==> config.mk <==
export PLATFORM = sky130hd
export DESIGN_NAME = pu_ia_ic_ctrl
export DESIGN_NICKNAME = d
export VERILOG_FILES = /design/src/rtl/pu_ia_ic_ctrl.sv
export SDC_FILE = /design/constraint.sdc
export NUM_CORES = 1
export LEC_CHECK = 0
export ABC_AREA = 1
export CORE_AREA = 5 5 112 114
export CTS_BUF_LIST = sky130_fd_sc_hd__clkbuf_8
export DETAILED_ROUTE_END_ITERATION = 8
export DIE_AREA = 0 0 117 119
export GPL_TIMING_DRIVEN = 0
export PLACE_DENSITY = 0.75
export SYNTH_ARGS = -nofsm -noshare
export SYNTH_HDL_FRONTEND = slang
export SYNTH_SLANG_ARGS = --single-unit
==> constraint.sdc <==
create_clock -name clk -period 3.81 [get_ports clk]
set_input_delay 0.381 -clock clk [delete_from_list [all_inputs] [get_ports clk]]
set_output_delay 0.381 -clock clk [all_outputs]
set_load 0.05 [all_outputs]
==> src/rtl/pu_ia_ic_ctrl.sv <==
// Instruction-cache sequencer: lookup/refill on port 0, invalidate and sweep on port 1.
// Optional hit/miss counters are enabled with `define PU_IC_PERF_CNT_EN.
module pu_ia_ic_ctrl #(
  parameter int ADDR_W   = 32,
  parameter int INDEX_W  = 8,
  parameter int OFFSET_W = 2,
  parameter int TAG_W    = ADDR_W - INDEX_W - OFFSET_W,
  parameter int DATA_W   = 32
) (
  input  logic                clk,
  input  logic                rst,
  input  logic                on,
  input  logic                fetch_req,
  input  logic [ADDR_W-1:0]   fetch_addr,
  output logic                fetch_ack,
  output logic [DATA_W-1:0]   fetch_data,
  input  logic                inv_req,
  input  logic [ADDR_W-1:0]   inv_addr,
  output logic                inv_ack,
  input  logic                flush_req,
  output logic                busy,
  output logic                bus_req,
  output logic [ADDR_W-1:0]   bus_addr,
  input  logic                bus_gnt,
  input  logic                bus_rdy,
  input  logic [DATA_W-1:0]   bus_rd_data,
  output logic [INDEX_W-1:0]  rw_index,
  output logic                wr_en,
  output logic [TAG_W-1:0]    wr_ptag,
  output logic                wr_valid,
  output logic [DATA_W-1:0]   wr_data,
  input  logic [TAG_W-1:0]    rd_ptag,
  input  logic                rd_valid,
  input  logic [DATA_W-1:0]   rd_data,
  output logic [INDEX_W-1:0]  inv_index,
`ifdef PU_IC_PERF_CNT_EN
  output logic [31:0]         hit_cnt,
  output logic [31:0]         miss_cnt,
`endif
  output logic                inv_wr_en
);

  typedef enum logic [2:0] {INIT, IDLE, LOOKUP, MISS_REQ, MISS_WAIT} state_t;

  state_t              state, state_n;
  logic [INDEX_W-1:0]  cnt;
  logic                on_q, inv_hit, inv_ack_q;
  logic [INDEX_W-1:0]  f_index, i_index;
  logic [TAG_W-1:0]    f_tag;
  logic                sweep_last, flush_go, inv_go, inv_match, hit, in_miss;
  logic                unused_addr_bits;

  assign f_index    = fetch_addr[OFFSET_W+INDEX_W-1:OFFSET_W];
  assign f_tag      = fetch_addr[ADDR_W-1:OFFSET_W+INDEX_W];
  assign i_index    = inv_addr[OFFSET_W+INDEX_W-1:OFFSET_W];
  assign unused_addr_bits = ^{fetch_addr[OFFSET_W-1:0], inv_addr[ADDR_W-1:OFFSET_W+INDEX_W],
                              inv_addr[OFFSET_W-1:0]};

  assign sweep_last = (cnt == {INDEX_W{1'b1}});
  assign flush_go   = (state == IDLE) && flush_req;
  assign in_miss    = (state == MISS_REQ) || (state == MISS_WAIT);
  // Invalidates alternate with their ack cycle; a flush in IDLE absorbs them.
  assign inv_go     = inv_req && !inv_ack_q && (state != INIT) && !flush_go;
  assign inv_match  = inv_go && in_miss && (i_index == f_index);
  assign hit        = rd_valid && (rd_ptag == f_tag);
  assign busy       = (state == INIT);
  assign inv_ack    = inv_ack_q;

  always_ff @(posedge clk or posedge rst) begin
    if (rst) begin
      state     <= INIT;
      cnt       <= '0;
      on_q      <= 1'b0;
      inv_hit   <= 1'b0;
      inv_ack_q <= 1'b0;
    end else begin
      state     <= state_n;
      cnt       <= (state == INIT) ? cnt + 1'b1 : '0;
      if (state == IDLE) on_q <= on;
      if (state == IDLE)  inv_hit <= 1'b0;
      else if (inv_match) inv_hit <= 1'b1;
      // An invalidate held across a sweep is satisfied by the sweep itself.
      inv_ack_q <= inv_go || ((state == INIT) && sweep_last && inv_req);
    end
  end

  always_comb begin
    state_n    = state;
    fetch_ack  = 1'b0;
    fetch_data = '0;
    bus_req    = 1'b0;
    bus_addr   = '0;
    rw_index   = '0;
    wr_en      = 1'b0;
    wr_ptag    = '0;
    wr_valid   = 1'b0;
    wr_data    = '0;
    inv_wr_en  = inv_go;
    inv_index  = inv_go ? i_index : '0;
    case (state)
      INIT: begin
        inv_wr_en = !rst;
        inv_index = cnt;
        if (sweep_last) state_n = IDLE;
      end
      IDLE: begin
        rw_index = f_index;
        if (flush_req)      state_n = INIT;
        else if (fetch_req) state_n = on ? LOOKUP : MISS_REQ;
      end
      LOOKUP: begin
        rw_index = f_index;
        if (hit) begin
          fetch_ack  = 1'b1;
          fetch_data = rd_data;
          state_n    = IDLE;
        end else begin
          state_n    = MISS_REQ;
        end
      end
      MISS_REQ: begin
        rw_index = f_index;
        bus_req  = 1'b1;
        bus_addr = {fetch_addr[ADDR_W-1:OFFSET_W], {OFFSET_W{1'b0}}};
        if (bus_gnt) state_n = MISS_WAIT;
      end
      MISS_WAIT: begin
        rw_index = f_index;
        if (bus_rdy) begin
          fetch_ack  = 1'b1;
          fetch_data = bus_rd_data;
          state_n    = IDLE;
          if (on_q) begin
            wr_en    = 1'b1;
            wr_ptag  = f_tag;
            wr_data  = bus_rd_data;
            // A racing invalidate leaves the refilled line invalid.
            wr_valid = !(inv_hit || inv_match);
          end
        end
      end
      default: state_n = INIT;
    endcase
  end

`ifdef PU_IC_PERF_CNT_EN
  always_ff @(posedge clk or posedge rst) begin
    if (rst) begin
      hit_cnt  <= '0;
      miss_cnt <= '0;
    end else if (flush_go) begin
      hit_cnt  <= '0;
      miss_cnt <= '0;
    end else if (state == LOOKUP) begin
      if (hit && (hit_cnt != 32'hFFFF_FFFF))         hit_cnt  <= hit_cnt + 1'b1;
      else if (!hit && (miss_cnt != 32'hFFFF_FFFF)) miss_cnt <= miss_cnt + 1'b1;
    end
  end
`endif

endmodule

Word-level counts from Yosys, hierarchy flattened

Cells that the tools add are included.

Input bits: 159
Logic and storage cells: 73
Flip-flop bits (word level): 14

Reduce and logical (&&, ||, !) cells: 21
Add/sub/neg operators: 1
Muxes and demuxes: 35
Equality and inequality tests: 11

Operators by type and width:

| operator              | count |
|---|---|
| $mux W32              | 6 |
| $mux W22              | 3 |
| $pmux W32 S2          | 1 |
| $mux W8               | 4 |
| $eq A22 B22 Y1        | 1 |
| $mux W3               | 5 |
| $pmux W3 S5           | 1 |
| $mux W1               | 13 |
| $logic_and A1 B1 Y1   | 9 |
| $add A8 B1 Y8 const B | 1 |
| $eq A8 B8 Y1          | 1 |
| $eq A8 B8 Y1 const B  | 1 |
| $eq A3 B2 Y1 const B  | 2 |
| $logic_not A1 Y1      | 4 |
| $ne A2 B2 Y1 const B  | 2 |
| $reduce_and A4 Y1     | 1 |
| $reduce_or A4 Y1      | 1 |
| $eq A3 B1 Y1 const B  | 1 |
| $eq A3 B3 Y1 const B  | 1 |
| $logic_not A3 Y1      | 1 |
| $logic_or A1 B1 Y1    | 3 |
| $ne A3 B3 Y1 const B  | 1 |
| $reduce_bool A3 Y1    | 1 |
| $mux W2               | 1 |
| other kinds (3)       | 3 |

Logic depth before layout (Yosys ltp)

Depth in word-level cells: 11
Mapped depth: 11
Depth with buffers taken out: 11

Least setup slack after synthesis

Ideal clock, no wire load.

Path kind: reg-to-output
From: register inv_ack_q, in the netlist inv_ack
To: output inv_index[0]
Arrival time: 2.140 ns
Slack: 1.289 ns
Stages on the path, launching flop included: 5
Data required time: 3.429 ns
Cells stage by stage: dfrtp_1 nor3_1 o21ai_0 buf_2 o21ai_0

Cells in the longest elaborated chain, start to end: 6

Ends and longest elaborated chain:

| element                          | line | RTL |
|---|---|---|
| from (decl)                      | 47   | `logic on_q, inv_hit, inv_ack_q;` |
| from (signal assigned)           | 83   | `inv_ack_q <= inv_go \|\| ((state == INIT) && sweep_last && inv_req);` |
| $logic_not A1 Y1                 | 63   | `assign inv_go = inv_req && !inv_ack_q && (state != INIT) && !flush_go;` |
| $logic_and A1 B1 Y1 (3 in a row) | 63   |  |
| $mux W8                          | 99   | `inv_index = inv_go ? i_index : '0;` |
| $mux W8                          | 100  | `case (state)` |
| to (decl)                        | 35   | `output logic [INDEX_W-1:0] inv_index,` |

Every way passes these cells.

Worst setup path in the final report

From: input fetch_addr[15]
To: output fetch_data[11]

Cells in the longest elaborated chain, start to end: 4

Ends and longest elaborated chain:

| element             | line | RTL |
|---|---|---|
| from (decl)         | 14   | `input logic [ADDR_W-1:0] fetch_addr,` |
| $eq A22 B22 Y1      | 65   | `assign hit = rd_valid && (rd_ptag == f_tag);` |
| $logic_and A1 B1 Y1 | 65   |  |
| $mux W32            | 113  | `if (hit) begin` |
| $pmux W32 S2        | 100  |  |
| to (decl)           | 16   | `output logic [DATA_W-1:0] fetch_data,` |

Every way passes these cells.

==> flow_summary.html <==
<table>
<tr><th>Metric</th><th>Value</th></tr>
<tr><th colspan="2">Cells and area</th></tr>
<tr><td>Filler Cell Count</td><td>1,228</td></tr>
<tr><td>Final core utilization</td><td>46.60%</td></tr>
<tr><td>Commonest non-fill, non-tap cell in the layout</td><td>sky130_fd_sc_hd__clkdlybuf4s50_1</td></tr>
<tr><td>Area overhead of the layout relative to synthesis</td><td>126.9%</td></tr>
<tr><td>Proportion of layout cells with a drive suffix above 1</td><td>5.452%</td></tr>
<tr><td>Layout Cells excl Fill</td><td>895</td></tr>
<tr><td>Highest-count cells in the layout ignoring fill and taps</td><td>sky130_fd_sc_hd__clkdlybuf4s50_1, sky130_fd_sc_hd__nand2_1, sky130_fd_sc_hd__nor2_1</td></tr>
<tr><td>Final Net Count</td><td>913</td></tr>
<tr><td>Antenna cell count</td><td>0</td></tr>
<tr><th colspan="2">Power</th></tr>
<tr><td>Portion of total power attributed to sequential cells</td><td>11.0%</td></tr>
<tr><td>Switching Share</td><td>59.09%</td></tr>
<tr><td>Share of total power in the clock network</td><td>7.7%</td></tr>
<tr><td>Int Pwr</td><td>0.7971 mW</td></tr>
<tr><td>Power density over cell area</td><td>369.4 nW/um2</td></tr>
<tr><td>Relative contribution of combinational cells to total power</td><td>81.3%</td></tr>
<tr><td>Leak pwr</td><td>2.527 nW</td></tr>
<tr><td>Switching power</td><td>1.152 mW</td></tr>
<tr><td>Highest ir drop seen on vdd</td><td>0.3340 mV</td></tr>
<tr><th colspan="2">Global routing</th></tr>
<tr><td>Total Routing Usage GR</td><td>17.01%</td></tr>
<tr><td>Largest net degree at the start of global routing</td><td>15</td></tr>
<tr><td>Number of antenna violations at the first check in global routing</td><td>0</td></tr>
<tr><td>Final global-route overflow total</td><td>0</td></tr>
<tr><td>Via count of the first global-routing pass</td><td>3,599</td></tr>
<tr><td>Global-route wire length before repair</td><td>18,690 um</td></tr>
<tr><th colspan="2">Drt</th></tr>
<tr><td>Vias post-DR</td><td>3,691</td></tr>
<tr><td>Iteration-0 DRC Markers</td><td>164</td></tr>
<tr><td>Routed WL</td><td>12,830 um</td></tr>
<tr><td>Number of nets still failing antenna checks after routing</td><td>0</td></tr>
<tr><td>DRC violations left</td><td>0</td></tr>
<tr><td>Per-cell via count in the routed design</td><td>4.124</td></tr>
<tr><td>Detailed Routing Iterations Pass 1</td><td>4</td></tr>
<tr><td>Routed wirelength normalized by instance count</td><td>14.34 um</td></tr>
<tr><th colspan="2">CTS</th></tr>
<tr><td>Number of H-tree levels</td><td>1</td></tr>
<tr><td>Maximum buffer depth of the clock tree</td><td>2</td></tr>
<tr><td>Number of CTS-inserted buffers</td><td>3</td></tr>
<tr><td>Clock transition at the registers of the reported paths</td><td>0.07 ns</td></tr>
<tr><td>Count of clock tree sinks</td><td>14</td></tr>
<tr><td>Gates resized, CTS repair</td><td>0</td></tr>
<tr><td>Clk Tree Root Cell</td><td>sky130_fd_sc_hd__clkbuf_8</td></tr>
<tr><td>Post CTS Setup Buffer Count</td><td>0</td></tr>
<tr><td>Clk_lat worst skew</td><td>0.26 ns</td></tr>
<tr><td>TritonCTS clock tree</td><td>built</td></tr>
<tr><td>Hold buffers post-CTS</td><td>0</td></tr>
<tr><th colspan="2">Synth</th></tr>
<tr><td>EDFF count, synth</td><td>0</td></tr>
<tr><td>Async set-reset flop share out of synthesis</td><td>100.0%</td></tr>
<tr><td>Synth Cell Area</td><td>2325 um2</td></tr>
<tr><td>Mapped Avg Cell Area</td><td>4.884 um2</td></tr>
<tr><td>Fraction of post-synthesis cell area in the top cell type by area</td><td>28.58%</td></tr>
<tr><td>Register area share after synthesis</td><td>15.07%</td></tr>
<tr><td>Most used flip-flop cell after synthesis</td><td>sky130_fd_sc_hd__dfrtp_1</td></tr>
<tr><td>Number of distinct library cells after synthesis</td><td>25</td></tr>
<tr><td>Yosys warning total</td><td>0</td></tr>
<tr><td>Post-synthesis instance total</td><td>476</td></tr>
<tr><td>Top cells by area in the synthesized netlist</td><td>sky130_fd_sc_hd__nand2_1, sky130_fd_sc_hd__nor2_1, sky130_fd_sc_hd__dfrtp_1</td></tr>
<tr><td>Flops &amp; latches, synth</td><td>14</td></tr>
<tr><td>Cell type with the largest total area after synthesis</td><td>sky130_fd_sc_hd__nand2_1</td></tr>
<tr><th colspan="2">Critical path</th></tr>
<tr><td>Data arrival time of the worst path</td><td>2.89 ns</td></tr>
<tr><td>Critical Path Fanout Max</td><td>10</td></tr>
<tr><td>Startpoint kind of the worst setup timing path</td><td>input port</td></tr>
<tr><td>Critical setup path kind</td><td>input port to output port</td></tr>
<tr><td>Worst path required time</td><td>3.43 ns</td></tr>
<tr><td>Endpoint class of the critical path</td><td>output port</td></tr>
<tr><th colspan="2">Placement</th></tr>
<tr><td>Port Buffer Count</td><td>271</td></tr>
<tr><td>Estimated wirelength of the detail-placed design</td><td>11,370 um</td></tr>
<tr><td>Gp weighted congestion</td><td>0.9047</td></tr>
<tr><td>Cell total after placement</td><td>891</td></tr>
<tr><th colspan="2">Die</th></tr>
<tr><td>Core box area</td><td>11,320 um2</td></tr>
<tr><td>Full die area</td><td>13,920 um2</td></tr>
<tr><td>Die Height</td><td>119 um</td></tr>
<tr><td>I/O pin count</td><td>300</td></tr>
<tr><td>Starting density of the core</td><td>20.53%</td></tr>
<tr><td>Chip width</td><td>117 um</td></tr>
<tr><td>Core Rows</td><td>39</td></tr>
<tr><th colspan="2">Timing</th></tr>
<tr><td>Unrepaired setup endpoints after global routing</td><td>false</td></tr>
<tr><td>Clock Skew</td><td>0.009128 ns</td></tr>
<tr><td>Transition time of the tightest slew-check pin</td><td>0.6536 ns</td></tr>
<tr><td>Timing-limited maximum frequency</td><td>305.3 MHz</td></tr>
<tr><td>Endpoints failing hold</td><td>0</td></tr>
<tr><td>Minimum clock period</td><td>3.275 ns</td></tr>
<tr><td>Final period utilization</td><td>85.97%</td></tr>
<tr><td>Final sum of negative setup slack</td><td>0 ns</td></tr>
<tr><td>Tightest slew margin relative to the limit</td><td>56.29%</td></tr>
<tr><td>Number of pins with negative max-slew slack in the final report</td><td>0</td></tr>
<tr><td>Final setup violating endpoints</td><td>0</td></tr>
<tr><th colspan="2">Worst hold path</th></tr>
<tr><td>HP Class</td><td>input port to asynchronous set/reset pin</td></tr>
<tr><th colspan="2">Job</th></tr>
<tr><td>Maxcap violations</td><td>0</td></tr>
<tr><th colspan="2">Outcome</th></tr>
<tr><td>Status</td><td>complete, no violations</td></tr>
</table>
## state kept, by name (all words and copies together) (netlist names)
| name | cells |
|---|---|
| cnt | 8 |
| state | 3 |
| inv_ack | 1 |
| inv_hit | 1 |
| on_q | 1 |
## routing by layer
| layer | share of wire, % | routed length [um] | global-route usage, % | up-vias |
|---|---|---|---|---|
| li1 | - | - | - | 1947 |
| met1 | 39 | 4986 | 19.25 | 1572 |
| met2 | 49 | 6340 | 32.04 | 165 |
| met3 | 11 | 1422 | 5.122 | 7 |
| met4 | 0.64 | 82 | 1.577 | 0 |
| met5 | 0 | 0 | 0 | - |
## path summary, 6_finish.rpt
path,startpoint,cells past startpoint,slack (ns),to
setup / recovery,fetch_addr[15],13,0.53,fetch_data[11]
hold / removal,rst,2,0.50,cnt[5]
setup reg to reg,state[0],6,2.27,inv_ack
hold reg to reg,cnt[0],1,0.50,cnt[0]
max in group asynchronous,rst,2,2.93,cnt[0]
min in group clk,cnt[0],1,0.50,cnt[0]
## Yosys cell counts (4+ instances only)
library cell	count
sky130_fd_sc_hd__nor2_2	13
sky130_fd_sc_hd__buf_6	4
sky130_fd_sc_hd__nor3_1	4
sky130_fd_sc_hd__inv_2	8
sky130_fd_sc_hd__xnor2_1	9
sky130_fd_sc_hd__inv_1	83
sky130_fd_sc_hd__dfrtp_1	14
sky130_fd_sc_hd__o21ai_0	21
sky130_fd_sc_hd__o22ai_1	4
sky130_fd_sc_hd__nand2_1	177
sky130_fd_sc_hd__nor2_1	101
sky130_fd_sc_hd__a21oi_1	8
sky130_fd_sc_hd__buf_4	6
sky130_fd_sc_hd__clkbuf_1	5
sky130_fd_sc_hd__nand3_1	6
## cells by family after synthesis
| family | synth area share, % |
|---|---|
| AND/OR/NAND/NOR | 53.18 |
| buffers and inverters | 19.97 |
| AO/OA/AOI/OAI | 7.696 |
| flip-flops | 15.07 |
| XOR/XNOR | 3.391 |
| adder cells (fa/ha/maj) | 0.5381 |
| other | 0.1613 |
## critical path: stages
cell	delay [ns]
sky130_fd_sc_hd__clkdlybuf4s50_1	0.47
sky130_fd_sc_hd__inv_1	0.07
sky130_fd_sc_hd__nand2_1	0.06
sky130_fd_sc_hd__nand2_1	0.05
sky130_fd_sc_hd__nor2_1	0.12
sky130_fd_sc_hd__nand2_1	0.07
sky130_fd_sc_hd__nor2_1	0.15
sky130_fd_sc_hd__nand3_2	0.15
sky130_fd_sc_hd__nor2_4	0.21
sky130_fd_sc_hd__buf_4	0.20
sky130_fd_sc_hd__nand2_1	0.06
sky130_fd_sc_hd__nand2_1	0.08
sky130_fd_sc_hd__clkdlybuf4s50_1	0.81
## per-stage QoR
stage          instance area, um2  power, mW  hold WS, ns  setup WS [ns]
4_1_cts                      5275      1.972       0.5099         0.4770
5_1_grt                      5275      2.081       0.5415         0.3216
3_3_place_gp                 5220      1.807       0.4879         0.4592
2_1_floorplan                2328      1.212       0.2702          1.289
6_report                     5275      1.949       0.5013         0.5347
3_5_place_dp                 5220      1.812       0.5021         0.4786
## power groups by stage
stage | clock network (mW) | registers [mW] | logic, mW
3_3_place_gp | 0 | 0.217 | 1.59
4_1_cts | 0.155 | 0.215 | 1.60
2_1_floorplan | 0 | 0.226 | 0.987
3_5_place_dp | 0 | 0.218 | 1.59
6_report | 0.151 | 0.215 | 1.58
5_1_grt | 0.162 | 0.222 | 1.70
## cell type report
class,instances,area [um2],area share (%)
clock buffers,4,55.05,1.044
repair buffers,271,2713,51.42
plain buffers,18,122.6,2.324
inverters,91,341.6,6.475
multi-input cells,354,1514,28.70
flip-flops and latches,14,350.3,6.641
well taps,143,178.9,3.392
(Power assumes the default switching activity.)
